## config.mk

```make
export PLATFORM = sky130hd
export DESIGN_NAME = hazard_fwd_unit
export DESIGN_NICKNAME = d
export VERILOG_FILES = /design/src/rtl/hazard_pkg.sv /design/src/rtl/hazard_stage_reg.sv /design/src/rtl/hazard_fwd_unit.sv
export SDC_FILE = /design/constraint.sdc
export NUM_CORES = 1
export LEC_CHECK = 0
export ABC_AREA = 1
export CAP_MARGIN = 30
export CORE_MARGIN = 4
export CORE_UTILIZATION = 53
export DETAILED_ROUTE_END_ITERATION = 16
export GPL_TIMING_DRIVEN = 0
export PLACE_DENSITY = 0.78
export SYNTH_ARGS = -nofsm -noshare
export SYNTH_HDL_FRONTEND = slang
export SYNTH_SLANG_ARGS = --single-unit
```

## constraint.sdc

```tcl
create_clock -name clk -period 1.6 [get_ports clk]
set_input_delay 0.32 -clock clk [delete_from_list [all_inputs] [get_ports clk]]
set_output_delay 0.32 -clock clk [all_outputs]
set_load 0.005 [all_outputs]
```

## src/rtl/hazard_pkg.sv

```systemverilog
// -----------------------------------------------------------------------------
// hazard_pkg
//   Shared constants and shadow-stage field layout for hazard_fwd_unit.
//
//   Operand-select encoding driven on fwd_a / fwd_b:
//     FWD_RF  (00) register-file value
//     FWD_WB  (01) WB-stage result
//     FWD_MEM (10) MEM-stage ALU result
//
//   Shadow-stage record layout (MSB first):
//     EX  : {rs, rt, rd_attr_t, dst, wr_attr_t}
//     MEM : {dst, wr_attr_t}
//     WB  : {dst, rw}
//   Each stage additionally carries its own vld bit in hazard_stage_reg.
// -----------------------------------------------------------------------------
package hazard_pkg;

  localparam logic [1:0] FWD_RF  = 2'b00;
  localparam logic [1:0] FWD_WB  = 2'b01;
  localparam logic [1:0] FWD_MEM = 2'b10;

  // Write-side attributes of an in-flight instruction.
  typedef struct packed {
    logic rw;
    logic ld;
  } wr_attr_t;

  // Read-side attributes, only needed while the instruction sits in EX.
  typedef struct packed {
    logic uses_rs;
    logic uses_rt;
  } rd_attr_t;

  localparam int WR_ATTR_W = $bits(wr_attr_t);
  localparam int RD_ATTR_W = $bits(rd_attr_t);

endpackage

```

## src/rtl/hazard_stage_reg.sv

```systemverilog
// -----------------------------------------------------------------------------
// hazard_stage_reg
//   One shadow pipeline stage: a valid bit plus a W-bit payload.
//   The payload is only overwritten when a valid entry is accepted, so a
//   squashed or empty slot just drops its vld bit.
//
//   Ports:
//     clk      in   1   pipeline clock, rising edge
//     rst      in   1   synchronous, active-high reset (clears vld and payload)
//     vld_in   in   1   incoming entry is real
//     squash   in   1   discard the incoming entry (vld_q <= 0)
//     data_in  in   W   incoming payload
//     vld_q    out  1   stage holds a real entry
//     data_q   out  W   registered payload
// -----------------------------------------------------------------------------
module hazard_stage_reg #(
  parameter int W = 8
) (
  input  logic         clk,
  input  logic         rst,
  input  logic         vld_in,
  input  logic         squash,
  input  logic [W-1:0] data_in,
  output logic         vld_q,
  output logic [W-1:0] data_q
);

  logic accept;
  assign accept = vld_in & ~squash;

  always_ff @(posedge clk) begin
    if (rst) begin
      vld_q  <= 1'b0;
      data_q <= '0;
    end else begin
      vld_q <= accept;
      if (accept) begin
        data_q <= data_in;
      end
    end
  end

endmodule

```

## src/rtl/hazard_fwd_unit.sv

```systemverilog
// -----------------------------------------------------------------------------
// hazard_fwd_unit
//   Hazard detection and operand forwarding for a 5-stage MIPS pipeline.
//   Tracks its own shadow of the EX/MEM/WB destinations, captured from the
//   ID-stage decode, and produces:
//     - fwd_a / fwd_b : 2-bit selects for the EX-stage 3:1 operand muxes
//     - stall_if_id   : hold PC and IF/ID
//     - bubble_ex     : load a NOP into ID/EX
//
//   Optional feature macro: HAZ_MULDIV_EN
//     Defined   : adds parameter MULDIV_CYCLES, port id_muldiv and a busy
//                 counter that stalls the front end while a mult/div occupies EX.
//     Undefined : stalls come from load-use hazards only.
//
//   Ports:
//     clk, rst                    clock, synchronous active-high reset
//     id_valid                    ID holds a real instruction
//     id_rs, id_rt                ID source registers
//     id_uses_rs, id_uses_rt      ID instruction reads rs / rt
//     id_dst                      resolved destination register
//     id_regwrite, id_load        ID writes the RF / is a load
//     id_muldiv                   mult/div start (HAZ_MULDIV_EN only)
//     flush                       taken branch/jump in EX: squash ID and EX
//     stall_if_id, bubble_ex      stall controls
//     fwd_a, fwd_b                operand selects (00 RF, 01 WB, 10 MEM)
// -----------------------------------------------------------------------------
module hazard_fwd_unit
  import hazard_pkg::*;
#(
  parameter int REG_AW = 5
`ifdef HAZ_MULDIV_EN
  , parameter int MULDIV_CYCLES = 32
`endif
) (
  input  logic              clk,
  input  logic              rst,
  input  logic              id_valid,
  input  logic [REG_AW-1:0] id_rs,
  input  logic [REG_AW-1:0] id_rt,
  input  logic              id_uses_rs,
  input  logic              id_uses_rt,
  input  logic [REG_AW-1:0] id_dst,
  input  logic              id_regwrite,
  input  logic              id_load,
`ifdef HAZ_MULDIV_EN
  input  logic              id_muldiv,
`endif
  input  logic              flush,
  output logic              stall_if_id,
  output logic              bubble_ex,
  output logic [1:0]        fwd_a,
  output logic [1:0]        fwd_b
);

  localparam int EX_W  = 3 * REG_AW + RD_ATTR_W + WR_ATTR_W;
  localparam int MEM_W = REG_AW + WR_ATTR_W;
  localparam int WB_W  = REG_AW + 1;

  // Priority select for one EX operand: MEM beats WB, $0 never forwards
  // (the dst!=0 term is folded into mem_ok / wb_ok).
  function automatic logic [1:0] fwd_sel(
    input logic              uses,
    input logic [REG_AW-1:0] src,
    input logic              mem_ok,
    input logic [REG_AW-1:0] mem_dst,
    input logic              wb_ok,
    input logic [REG_AW-1:0] wb_dst
  );
    if (uses && mem_ok && (mem_dst == src)) begin
      return FWD_MEM;
    end else if (uses && wb_ok && (wb_dst == src)) begin
      return FWD_WB;
    end
    return FWD_RF;
  endfunction

  wr_attr_t          id_wr;
  rd_attr_t          id_rd;
  logic [EX_W-1:0]   ex_d_p0;
  logic [EX_W-1:0]   ex_q_p0;
  logic              vld_p0;
  logic [MEM_W-1:0]  mem_q_p1;
  logic              vld_p1;
  logic [WB_W-1:0]   wb_q_p2;
  logic              vld_p2;

  logic [REG_AW-1:0] ex_rs;
  logic [REG_AW-1:0] ex_rt;
  rd_attr_t          ex_rd;
  logic [REG_AW-1:0] ex_dst;
  wr_attr_t          ex_wr;
  logic [REG_AW-1:0] mem_dst;
  wr_attr_t          mem_wr;
  logic [REG_AW-1:0] wb_dst;
  logic              wb_rw;

  logic              ld_hz;
  logic              muldiv_busy;
  logic              mem_ok;
  logic              wb_ok;

  assign id_wr   = {id_regwrite, id_load};
  assign id_rd   = {id_uses_rs, id_uses_rt};
  assign ex_d_p0 = {id_rs, id_rt, id_rd, id_dst, id_wr};

  // ---- ID -> EX shadow: capture only when not stalled and not flushed ----
  hazard_stage_reg #(.W(EX_W)) u_ex_stage (
    .clk     (clk),
    .rst     (rst),
    .vld_in  (id_valid),
    .squash  (stall_if_id | flush),
    .data_in (ex_d_p0),
    .vld_q   (vld_p0),
    .data_q  (ex_q_p0)
  );

  assign {ex_rs, ex_rt, ex_rd, ex_dst, ex_wr} = ex_q_p0;

  // ---- EX -> MEM shadow ----
  hazard_stage_reg #(.W(MEM_W)) u_mem_stage (
    .clk     (clk),
    .rst     (rst),
    .vld_in  (vld_p0),
    .squash  (1'b0),
    .data_in ({ex_dst, ex_wr}),
    .vld_q   (vld_p1),
    .data_q  (mem_q_p1)
  );

  assign {mem_dst, mem_wr} = mem_q_p1;

  // ---- MEM -> WB shadow ----
  hazard_stage_reg #(.W(WB_W)) u_wb_stage (
    .clk     (clk),
    .rst     (rst),
    .vld_in  (vld_p1),
    .squash  (1'b0),
    .data_in ({mem_dst, mem_wr.rw}),
    .vld_q   (vld_p2),
    .data_q  (wb_q_p2)
  );

  assign {wb_dst, wb_rw} = wb_q_p2;

  // A load in EX whose result a source of the ID instruction needs.
  assign ld_hz = id_valid & vld_p0 & ex_wr.ld & ex_wr.rw & (ex_dst != '0)
               & ((id_uses_rs & (id_rs == ex_dst)) | (id_uses_rt & (id_rt == ex_dst)));

`ifdef HAZ_MULDIV_EN
  localparam int CNT_W = $clog2(MULDIV_CYCLES);

  logic [CNT_W-1:0] busy_cnt;
  logic             muldiv_start;

  assign muldiv_start = id_valid & id_muldiv & ~stall_if_id & ~flush;
  assign muldiv_busy  = (busy_cnt != '0);

  // Loaded when the mult/div enters EX; a flush does not cancel it.
  always_ff @(posedge clk) begin
    if (rst) begin
      busy_cnt <= '0;
    end else if (muldiv_start) begin
      busy_cnt <= CNT_W'(MULDIV_CYCLES - 1);
    end else if (muldiv_busy) begin
      busy_cnt <= busy_cnt - 1'b1;
    end
  end
`else
  assign muldiv_busy = 1'b0;
`endif

  // Flush wins over a stall: the PC must be redirected, ID/EX still gets a NOP.
  assign stall_if_id = ~rst & ~flush & (ld_hz | muldiv_busy);
  assign bubble_ex   = ~rst & (ld_hz | muldiv_busy | flush);

  assign mem_ok = vld_p1 & mem_wr.rw & ~mem_wr.ld & (mem_dst != '0);
  assign wb_ok  = vld_p2 & wb_rw & (wb_dst != '0);

  assign fwd_a = (rst | ~vld_p0) ? FWD_RF
               : fwd_sel(ex_rd.uses_rs, ex_rs, mem_ok, mem_dst, wb_ok, wb_dst);
  assign fwd_b = (rst | ~vld_p0) ? FWD_RF
               : fwd_sel(ex_rd.uses_rt, ex_rt, mem_ok, mem_dst, wb_ok, wb_dst);

endmodule

```

After elaboration in Yosys (flattened, before gate mapping)
Cells that the tools add are included.
{ "word_totals": {"ff_bits": 35, "word_cells": 60} }
{ "op_classes": {"muxes": 12, "n_eq_ne": 6, "n_bitwise": 25, "reduce_logical": 11} }
{ "op_table": {"columns": ["op", "n"], "rows": [
  ["$eq 5x5->1", 6],
  ["$and 1x1->1", 16],
  ["$mux 2", 8],
  ["$reduce_bool 5->1", 3],
  ["$logic_and 1x1->1", 8],
  ["$not 1->1", 5],
  ["$mux 1", 4],
  ["$or 1x1->1", 4]
]} }

Logic depth before layout (Yosys ltp)
Gate-level depths: netlist of the first run.
{ "depth": {"word_depth": 9, "ltp_mapped": 11, "mapped_depth_nobuf": 10} }

Cells and area by module
From an unflattened synthesis of the first run, not the netlist that was laid out.
{ "hier_totals": {"hier_cells": 357, "area_unflattened_um2": 2162.1} }
{ "modules_own_cells": {"columns": ["mod", "cells_per_inst", "area_each_um2", "instances"], "rows": [
  ["hazard_stage_reg at u_ex_stage", 125, 858.3, 1],
  ["hazard_fwd_unit", 141, 676.9, 1],
  ["hazard_stage_reg at u_mem_stage", 49, 339.1, 1],
  ["hazard_stage_reg at u_wb_stage", 42, 287.8, 1]
]} }

Worst setup path after synthesis of the first run
Ideal clock, no wire load.
{ "synth_path": {"kind": "register to output", "from": "register u_ex_stage.data_q[3]", "to": "output stall_if_id", "t_required_ns": 1.280, "setup_slack_ns": 0.203, "n_path_buf": 1, "t_arrival_ns": 1.077, "stages_incl_launch_ff": 10, "cell_sequence": "dfxtp_1 -> inv_2 -> nand2_1 -> nand2_1 -> nor2_1 -> nand3_1 -> nand2_2 -> nand3_4 -> buf_4 -> inv_1"} }
{ "synth_via": {"elab_chain_cells": 5, "elab_cells_between_ends": 9, "classes_between": "eq/ne (2); bitwise (6); reduce/logical (1)"} }
{ "synth_lines": {"columns": ["item", "line_no", "text"], "rows": [
  ["start: declaration", "hazard_stage_reg.sv:25", "output logic [W-1:0] data_q"],
  ["start signal: assignment", "hazard_stage_reg.sv:38", "data_q <= data_in;"],
  ["$eq 5x5->1", "hazard_fwd_unit.sv:147", "& ((id_uses_rs & (id_rs == ex_dst)) | (id_uses_rt & (id_rt == ex_dst)));"],
  ["$and 1x1->1", "hazard_fwd_unit.sv:147", null],
  ["$or 1x1->1", "hazard_fwd_unit.sv:147", null],
  ["$and 1x1->1 (*)", "hazard_fwd_unit.sv:147", null],
  ["$and 1x1->1 (*)", "hazard_fwd_unit.sv:173", "assign stall_if_id = ~rst & ~flush & (ld_hz | muldiv_busy);"],
  ["end: declaration", "hazard_fwd_unit.sv:49", "output logic stall_if_id,"]
]} }
Every way passes the cells marked *; elsewhere a longest branch is shown, timed or not.

Worst setup path after layout of the first run
{ "layout_path": {"from": "register u_mem_stage.data_q[4]", "to": "output fwd_b[1]"} }
{ "layout_via": {"elab_chain_cells": 7, "elab_cells_between_ends": 9, "classes_between": "eq/ne (1); mux (4); bitwise (1); reduce/logical (3)"} }
{ "layout_lines": {"columns": ["item", "line_no", "text"], "rows": [
  ["start: declaration", "hazard_stage_reg.sv:25", null],
  ["start signal: assignment", "hazard_stage_reg.sv:38", null],
  ["$reduce_bool 5->1", "hazard_fwd_unit.sv:176", "assign mem_ok = vld_p1 & mem_wr.rw & ~mem_wr.ld & (mem_dst != '0);"],
  ["$and 1x1->1", "hazard_fwd_unit.sv:176", null],
  ["$logic_and 1x1->1", "hazard_fwd_unit.sv:69", "if (uses && mem_ok && (mem_dst == src)) begin"],
  ["$logic_and 1x1->1 (*)", "hazard_fwd_unit.sv:69", null],
  ["$mux 2 / $mux 1 (equally long branches)", "hazard_fwd_unit.sv:69", null],
  ["$mux 2 (*)", "hazard_fwd_unit.sv:74", "return FWD_RF;"],
  ["$mux 2 (*)", "hazard_fwd_unit.sv:181", "assign fwd_b = (rst | ~vld_p0) ? FWD_RF"],
  ["end: declaration", "hazard_fwd_unit.sv:52", "output logic [1:0] fwd_b"]
]} }
Marks and branches as above.

==> reports/metrics.yaml, run 1 <==
finalCritPeriodShare_pct: 123
min_from: "id_rt[4]"
cp_data_arrival_time_ps: 1650
port_buffers: 28
hold_buffers: 0
die_y_um: 68.4
initial_core_util_pct: 56.6
vias_per_cell: 5.30
vias: 2055
drt_pass1_iterations: 5
ys_seq_area_share_pct: 36.3
syn_area_mm2: 0.00193
critPathRequiredTime_ps: 1280
dpl.hpwl_um: 3470
relSlewSlack_pct: 47.2
worstMarginPinSlew_ps: 792
htreeDepth: 2
synthTopCellsByArea: "dfxtp_1, nand2_1, nor2_1, a21oi_1, nand3_1"
clk_pin_slew_worst_paths_ps: 120
synthCells: 292
insertion_delay_ps: 360
clockBufferDepth: 2
async_flop_share_pct: 0
drc_errors: 0
ys_ff_latch: 35
drtAntennaViolNets: 0
ys_types: 25
rows: 21
ys.warnings.count: 0
grt.total_usage_pct: 22.0
status: "finished with violations"
syn2layout_area_growth_pct: 42.4
wl_met1_um: 2220
grt_max_degree: 13
die_area_mm2: 0.00468
cap_viol_max_count: 0
synth_top_area_share_pct: 36.3
clock-sinks: 35
io_pins: 29
powerDensity_mw_per_mm2: 733
top_layer_used: "met4"
rsz0062_at_grt: "yes"
place_ws_ps: -931
drt_iter0_drc: 155
die_w_um: 68.4
root_buffer: "clkbuf_4"
setup_violations: 7
fillCellCount: 243
end_kind: "output port"
syn_area_per_cell_um2: 6.62
ys.flop_type: "dfxtp_1"
grt_pass1_vias: 1732
gp_congestion: 0.858
finalNetCount: 364
stdcell_count: 388
holdWs_ps: 413
violations: "setup timing"
path_max_fanout: 3
drt-total-wl_um: 5590
placedCellCount: 366
synth_nets: 315
cts_made_buffers: 5
setup_ws_ps: -369
num_antenna_cells: 0
routedWlPerCell_um: 14.4
finalCriticalPeriod_ps: 1970
dr_wl_met2_um: 2860
finalPower_mw: 2.02
hp-class: "in2reg"
finalMaxSlewViolations: 0
regArea_um2: 739
cts_tree: "done"
drive_gt1_share_pct: 33.3
multi_input_area_mm2: 0.00119
path_class: "reg2out"
worstSetupStartpoint: "u_mem_stage.data_q[4]$_SDFFE_PP0P_"
grt_pass1_wl_um: 7600
synth_edf_count: 0
vdd_ir_drop_max_mv: 0.505
final.setup_skew_ps: 11.7
leakagePower_nw: 1.32
hold_viol: 0
fmax_mhz: 508
wl_met3_um: 331
coreArea_mm2: 0.00342
synth_top_area_cell: "dfxtp_1"
grt_overflow: 0
critPathLaunchType: "flop"
r2r-start: "u_ex_stage.data_q[2]$_SDFFE_PP0P_"
antenna_found_initial: 0
==> stage by stage <==
step                      utilization [%]  cell area, µm²  TNS, ps
final                                80.5            2750    -1560
after global routing                 80.5            2750    -3290
after CTS                            71.4            2440    -1350
after detailed placement             66.4            2270   -10730
after global placement               66.4            2270   -10250
after floorplan                         -            1930        0
==> layout make-up <==
cell class | count | area share [%]
multi-input combinational | 204 | 43.2
sequential | 35 | 26.9
timing repair buffer | 43 | 16.0
inverter | 41 | 5.59
buffer | 11 | 3.23
tap | 46 | 2.09
clock inverter | 3 | 1.59
clock buffer | 5 | 1.36
==> critical path, cell delays in order (launching register included) <==
cell	delay, ps
dfxtp_4	370
buf_6	110
xor2_2	140
nor4_2	320
nand3_1	120
nor2_1	110
buf_2	120
==> synth_stat cells (2+ instances only) <==
cell       n
nand3_1   28
buf_4      2
nand4_1    2
clkbuf_1   3
xor2_1    13
buf_6      3
o21ai_0   14
a21oi_1   32
nand2_1   54
inv_1     35
inv_2      6
dfxtp_1   35
buf_2      3
nand3_2    2
nor2_1    43
xnor2_1    4
nor3_1     5
==> path summary, 6_finish.rpt <==
kind / to / slack (ps) / depth (start not counted)
max: fwd_b[1] / -370 / 6
min: u_ex_stage.data_q[13]$_SDFFE_PP0P_ / 410 / 5
max reg2reg: u_ex_stage.data_q[10]$_SDFFE_PP0P_ / 0 / 12
min reg2reg: u_mem_stage.data_q[0]$_SDFFE_PP0P_ / 470 / 2
==> cell families (layout without fill, tap and decap cells) <==
| kind of cell | count (synthesis) | count (layout) | share of synthesized area, % |
|---|---|---|---|
| AO/OA/AOI/OAI | 48 | 48 | 12.6 |
| flip-flops | 35 | 35 | 36.3 |
| buffers and inverters | 53 | 103 | 12.0 |
| XOR/XNOR | 17 | 17 | 7.71 |
| AND/OR/NAND/NOR | 139 | 139 | 31.3 |
==> report_power, final <==
group          internal, mW  switching [mW]
combinational         0.180           0.199
sequential            0.917          0.0642
clock                 0.329           0.328
==> placed cells by master (no fill, tap or decap), drive strengths merged <==
| cell | Yosys | layout |
|---|---|---|
| dlygate4sd2 | 0 | 11 |
| dlymetal6s2s | 0 | 1 |
| buf | 9 | 25 |
| xor2 | 13 | 13 |
| clkinv | 0 | 2 |
| or2 | 1 | 1 |
| nand4 | 2 | 2 |
| xnor2 | 4 | 4 |
| nand2 | 55 | 55 |
| a21oi | 32 | 32 |
| nor2 | 43 | 43 |
| inv | 41 | 41 |
| nor4 | 1 | 1 |
| nor3 | 5 | 5 |
| a211oi | 1 | 1 |
| bufinv | 0 | 1 |
| o21ai | 14 | 14 |
| clkdlybuf4s50 | 0 | 10 |
| a31oi | 1 | 1 |
| clkbuf | 3 | 12 |
| dfxtp | 35 | 35 |
| nand3 | 31 | 31 |
| nor3b | 1 | 1 |
==> flip-flops by register name, indices dropped and copies added, names as in the netlist <==
register and flops:
u_ex_stage.data_q 19, u_ex_stage.vld_q 1, u_wb_stage.vld_q 1, u_mem_stage.data_q 7
u_mem_stage.vld_q 1, u_wb_stage.data_q 6
==> timing repair <==
| action | 4_1_cts | 5_1_grt |
|---|---|---|
| hold endpoints to repair | 0 | 0 |
| gates cloned | 0 | 3 |
| endpoints found under the setup margin | 6 | 25 |
| pin swaps | 15 | 14 |
| resized for setup | 70 | 54 |
| buffers inserted | 9 | 4 |
==> metal layers <==
metal | up-vias | global-route usage (%)
met5 | - | 0
met4 | 0 | 8.68
met3 | 17 | 5.58
met2 | 71 | 37.8
met1 | 945 | 26.2
li1 | 1022 | -
Power figures use the tool's default switching activity.
==> inputs of run 2 (changes only) <==
--- a/config.mk
+++ b/config.mk
@@ -6,7 +6,6 @@
 export NUM_CORES = 1
 export LEC_CHECK = 0
 export ABC_AREA = 1
-export CAP_MARGIN = 30
 export CORE_MARGIN = 4
 export CORE_UTILIZATION = 53
 export DETAILED_ROUTE_END_ITERATION = 16
==> results of run 2 <==
Final layout, timing and power as in run 1 (identical DEF).
==> inputs of run 3 (changes only) <==
--- a/config.mk
+++ b/config.mk
@@ -6,11 +6,13 @@
 export NUM_CORES = 1
 export LEC_CHECK = 0
 export ABC_AREA = 1
-export CORE_MARGIN = 4
-export CORE_UTILIZATION = 53
+export CELL_PAD_IN_SITES_DETAIL_PLACEMENT = 2
+export CELL_PAD_IN_SITES_GLOBAL_PLACEMENT = 2
+export CORE_MARGIN = 2
+export CORE_UTILIZATION = 29
 export DETAILED_ROUTE_END_ITERATION = 16
 export GPL_TIMING_DRIVEN = 0
-export PLACE_DENSITY = 0.78
+export PLACE_DENSITY_LB_ADDON = 0.1
 export SYNTH_ARGS = -nofsm -noshare
 export SYNTH_HDL_FRONTEND = slang
 export SYNTH_SLANG_ARGS = --single-unit
==> reports/metrics.yaml, run 3 (same netlist as run 1, synthesis figures left out) <==
rows: 29  # +38%
crit_family: "simple AND/OR/NAND/NOR gates"
antenna_found_initial: 0  # unchanged
grt_max_degree: 12  # -1
hp-class: "in2reg"
clk_pin_slew_worst_paths_ps: 80  # -40 ps
drt_iter0_drc: 39  # -75%
fillCellCount: 753  # +210%
hold_viol: 0  # unchanged
violations: "setup timing"
finalNetCount: 369  # +1.4%
cap_viol_max_count: 0  # unchanged
final_cell_mix: "nand2_1, nor2_1, inv_1"
critPathRequiredTime_ps: 1280  # about the same
path_buf_inv: 3  # +1
finalCritPeriodShare_pct: 118  # -5.2 points
setup_ws_ps: -285  # +84.0 ps
status: "finished with violations"
insertion_delay_ps: 310  # -50 ps
initial_core_util_pct: 30.3  # -26 points
relSlewSlack_pct: 70.2  # +23 points
cts_made_buffers: 5  # unchanged
vias_per_cell: 4.98  # -6.0%
cp.depth: 8  # +2
stdcell_count: 424  # +9.3%
min_path_cells: 2  # -3
gp_congestion: 0.801  # -6.6%
leakagePower_nw: 1.31  # -1.2%
dpl.hpwl_um: 4940  # +42%
fmax_mhz: 531  # +4.5%
die_y_um: 85.6  # +25%
finalCriticalPeriod_ps: 1880  # -84.0 ps
die_w_um: 85.6  # +25%
setup_violations: 6  # -1
grt_pass1_vias: 2243  # +30%
post-route-util_pct: 44.7  # -36 points
grt_overflow: 0  # unchanged
finalMaxSlewViolations: 0  # unchanged
path_class: "reg2out"
htreeDepth: 2  # unchanged
grt.total_usage_pct: 20.8  # -1.3 points
drt-total-wl_um: 7760  # +39%
reg_top3: "u_ex_stage.data_q: 19 flops, u_mem_stage.data_q: 7 flops, u_wb_stage.data_q: 6 flops"
path_cells: "inv_2, nor2_4, buf_6, nand3_4, nor3_4, nand2_1, nor3b_2, buf_2"
end_kind: "output port"
drtAntennaViolNets: 0  # unchanged
syn2layout_area_growth_pct: 47.8
final_common_cell: "nand2_1"
tns_ps: -1280  # +279 ps
path_max_fanout: 2  # -1
die_area_mm2: 0.00733  # +57%
drt_pass1_iterations: 4  # -1
rrSetupSlack_ps: 50  # +50 ps
root_buffer: "clkbuf_8"
slowest_delay_ps: 360  # about the same
vias: 2112  # +2.8%
largest_reg_flops: 19  # unchanged
routedWlPerCell_um: 18.3  # +27%
port_buffers: 28  # unchanged
worstMarginPinSlew_ps: 448  # -344 ps
io_pins: 29  # unchanged
rsz0062_at_grt: "yes"
cts_tree: "done"
critPathSlowestCell: "dfxtp_2"
drc_errors: 0  # unchanged
clock-sinks: 35  # unchanged
grt_pass1_wl_um: 11600  # +52%
drive_gt1_share_pct: 39.2  # +5.9 points
worst-r2r-cell-count: 11  # -1
largest_register: "u_ex_stage.data_q"
coreArea_mm2: 0.00639  # +87%
vdd_ir_drop_max_mv: 0.375  # -26%
clockBufferDepth: 2  # unchanged
powerDensity_mw_per_mm2: 733  # about the same
final.setup_skew_ps: 21.0  # +9.29 ps
placedCellCount: 397  # +8.5%
num_antenna_cells: 0  # unchanged
critPathLaunchType: "flop"
cp_data_arrival_time_ps: 1560  # -90 ps
## run 3: changes by cell type in the layout (fill, tap and decap cells not counted), sizes merged
| cell | before | now |
|---|---|---|
| clkdlybuf4s50 | 10 | 8 |
| dlygate4sd2 | 11 | 13 |
| clkinvlp | 0 | 1 |
| clkinv | 2 | 1 |
| dlymetal6s2s | 1 | 0 |
| buf | 25 | 33 |
| clkbuf | 12 | 10 |
| bufinv | 1 | 0 |
| clkdlybuf4s15 | 0 | 1 |
## run 3: power breakdown
part	switching, mW	total, mW	internal [mW]	leakage (nW)
combinational	0.243	0.445	0.202	0.969
sequential	0.0713	0.986	0.915	0.297
clock	0.358	0.663	0.305	0.0412
total	0.673	2.09	1.42	1.31
## run 3: what timing repair did
item	in CTS	in global routing
buffers inserted	15	4
setup endpoints to repair	21	26
resized for setup	94	69
hold buffers	0	0
pin swaps	24	26
## run 3: metal layers
| metal | vias up | GRT usage [%] | wire length, µm |
|---|---|---|---|
| met3 | 7 | 2.89 | 123 |
| li1 | 1033 | - | - |
| met4 | 0 | 6.06 | 97 |
| met1 | 1052 | 24.8 | 3260 |
| met5 | - | 0 | 0 |
| met2 | 20 | 38.4 | 4280 |
## run 3: path summary, 6_finish.rpt
check / from / endpoint
setup reg to reg: u_ex_stage.data_q[5]$_SDFFE_PP0P_ / u_ex_stage.data_q[13]$_SDFFE_PP0P_
hold reg to reg: u_wb_stage.data_q[0]$_SDFFE_PP0P_ / u_wb_stage.data_q[0]$_SDFFE_PP0P_
hold / removal: rst / u_wb_stage.data_q[0]$_SDFFE_PP0P_
setup / recovery: u_ex_stage.vld_q$_SDFF_PP0_ / fwd_a[0]
## run 3: final cells by class
cell class              instances  area (µm²)  share of cell area, %
plain buffers                  12         104                   3.64
clock buffers                   6        72.6                   2.54
clock inverters                 2        12.5                  0.438
inverters                      41         166                   5.83
multi-input cells             204        1240                   43.5
flip-flops and latches         35         748                   26.2
well taps                      77        96.3                   3.37
repair buffers                 47         414                   14.5
## run 3: through the flow
stage	total power, mW	setup slack, ps	area [µm²]	hold slack [ps]
2_1_floorplan	1.18	203	1930	389
3_3_place_gp	1.31	-1100	2310	462
3_5_place_dp	1.33	-1160	2310	467
4_1_cts	2.01	-316	2580	444
5_1_grt	2.21	-388	2860	480
6_report	2.09	-285	2860	461
## run 3: worst reg2reg max path: stages (launching register included)
cell and delay [ps]:
dfxtp_4 370, inv_4 80, buf_4 110, nand4_1 120
o21ai_2 160, inv_2 70, nand3_4 70, buf_6 130
buf_8 130, nand3_1 100, nand2_1 80, nor2_1 40
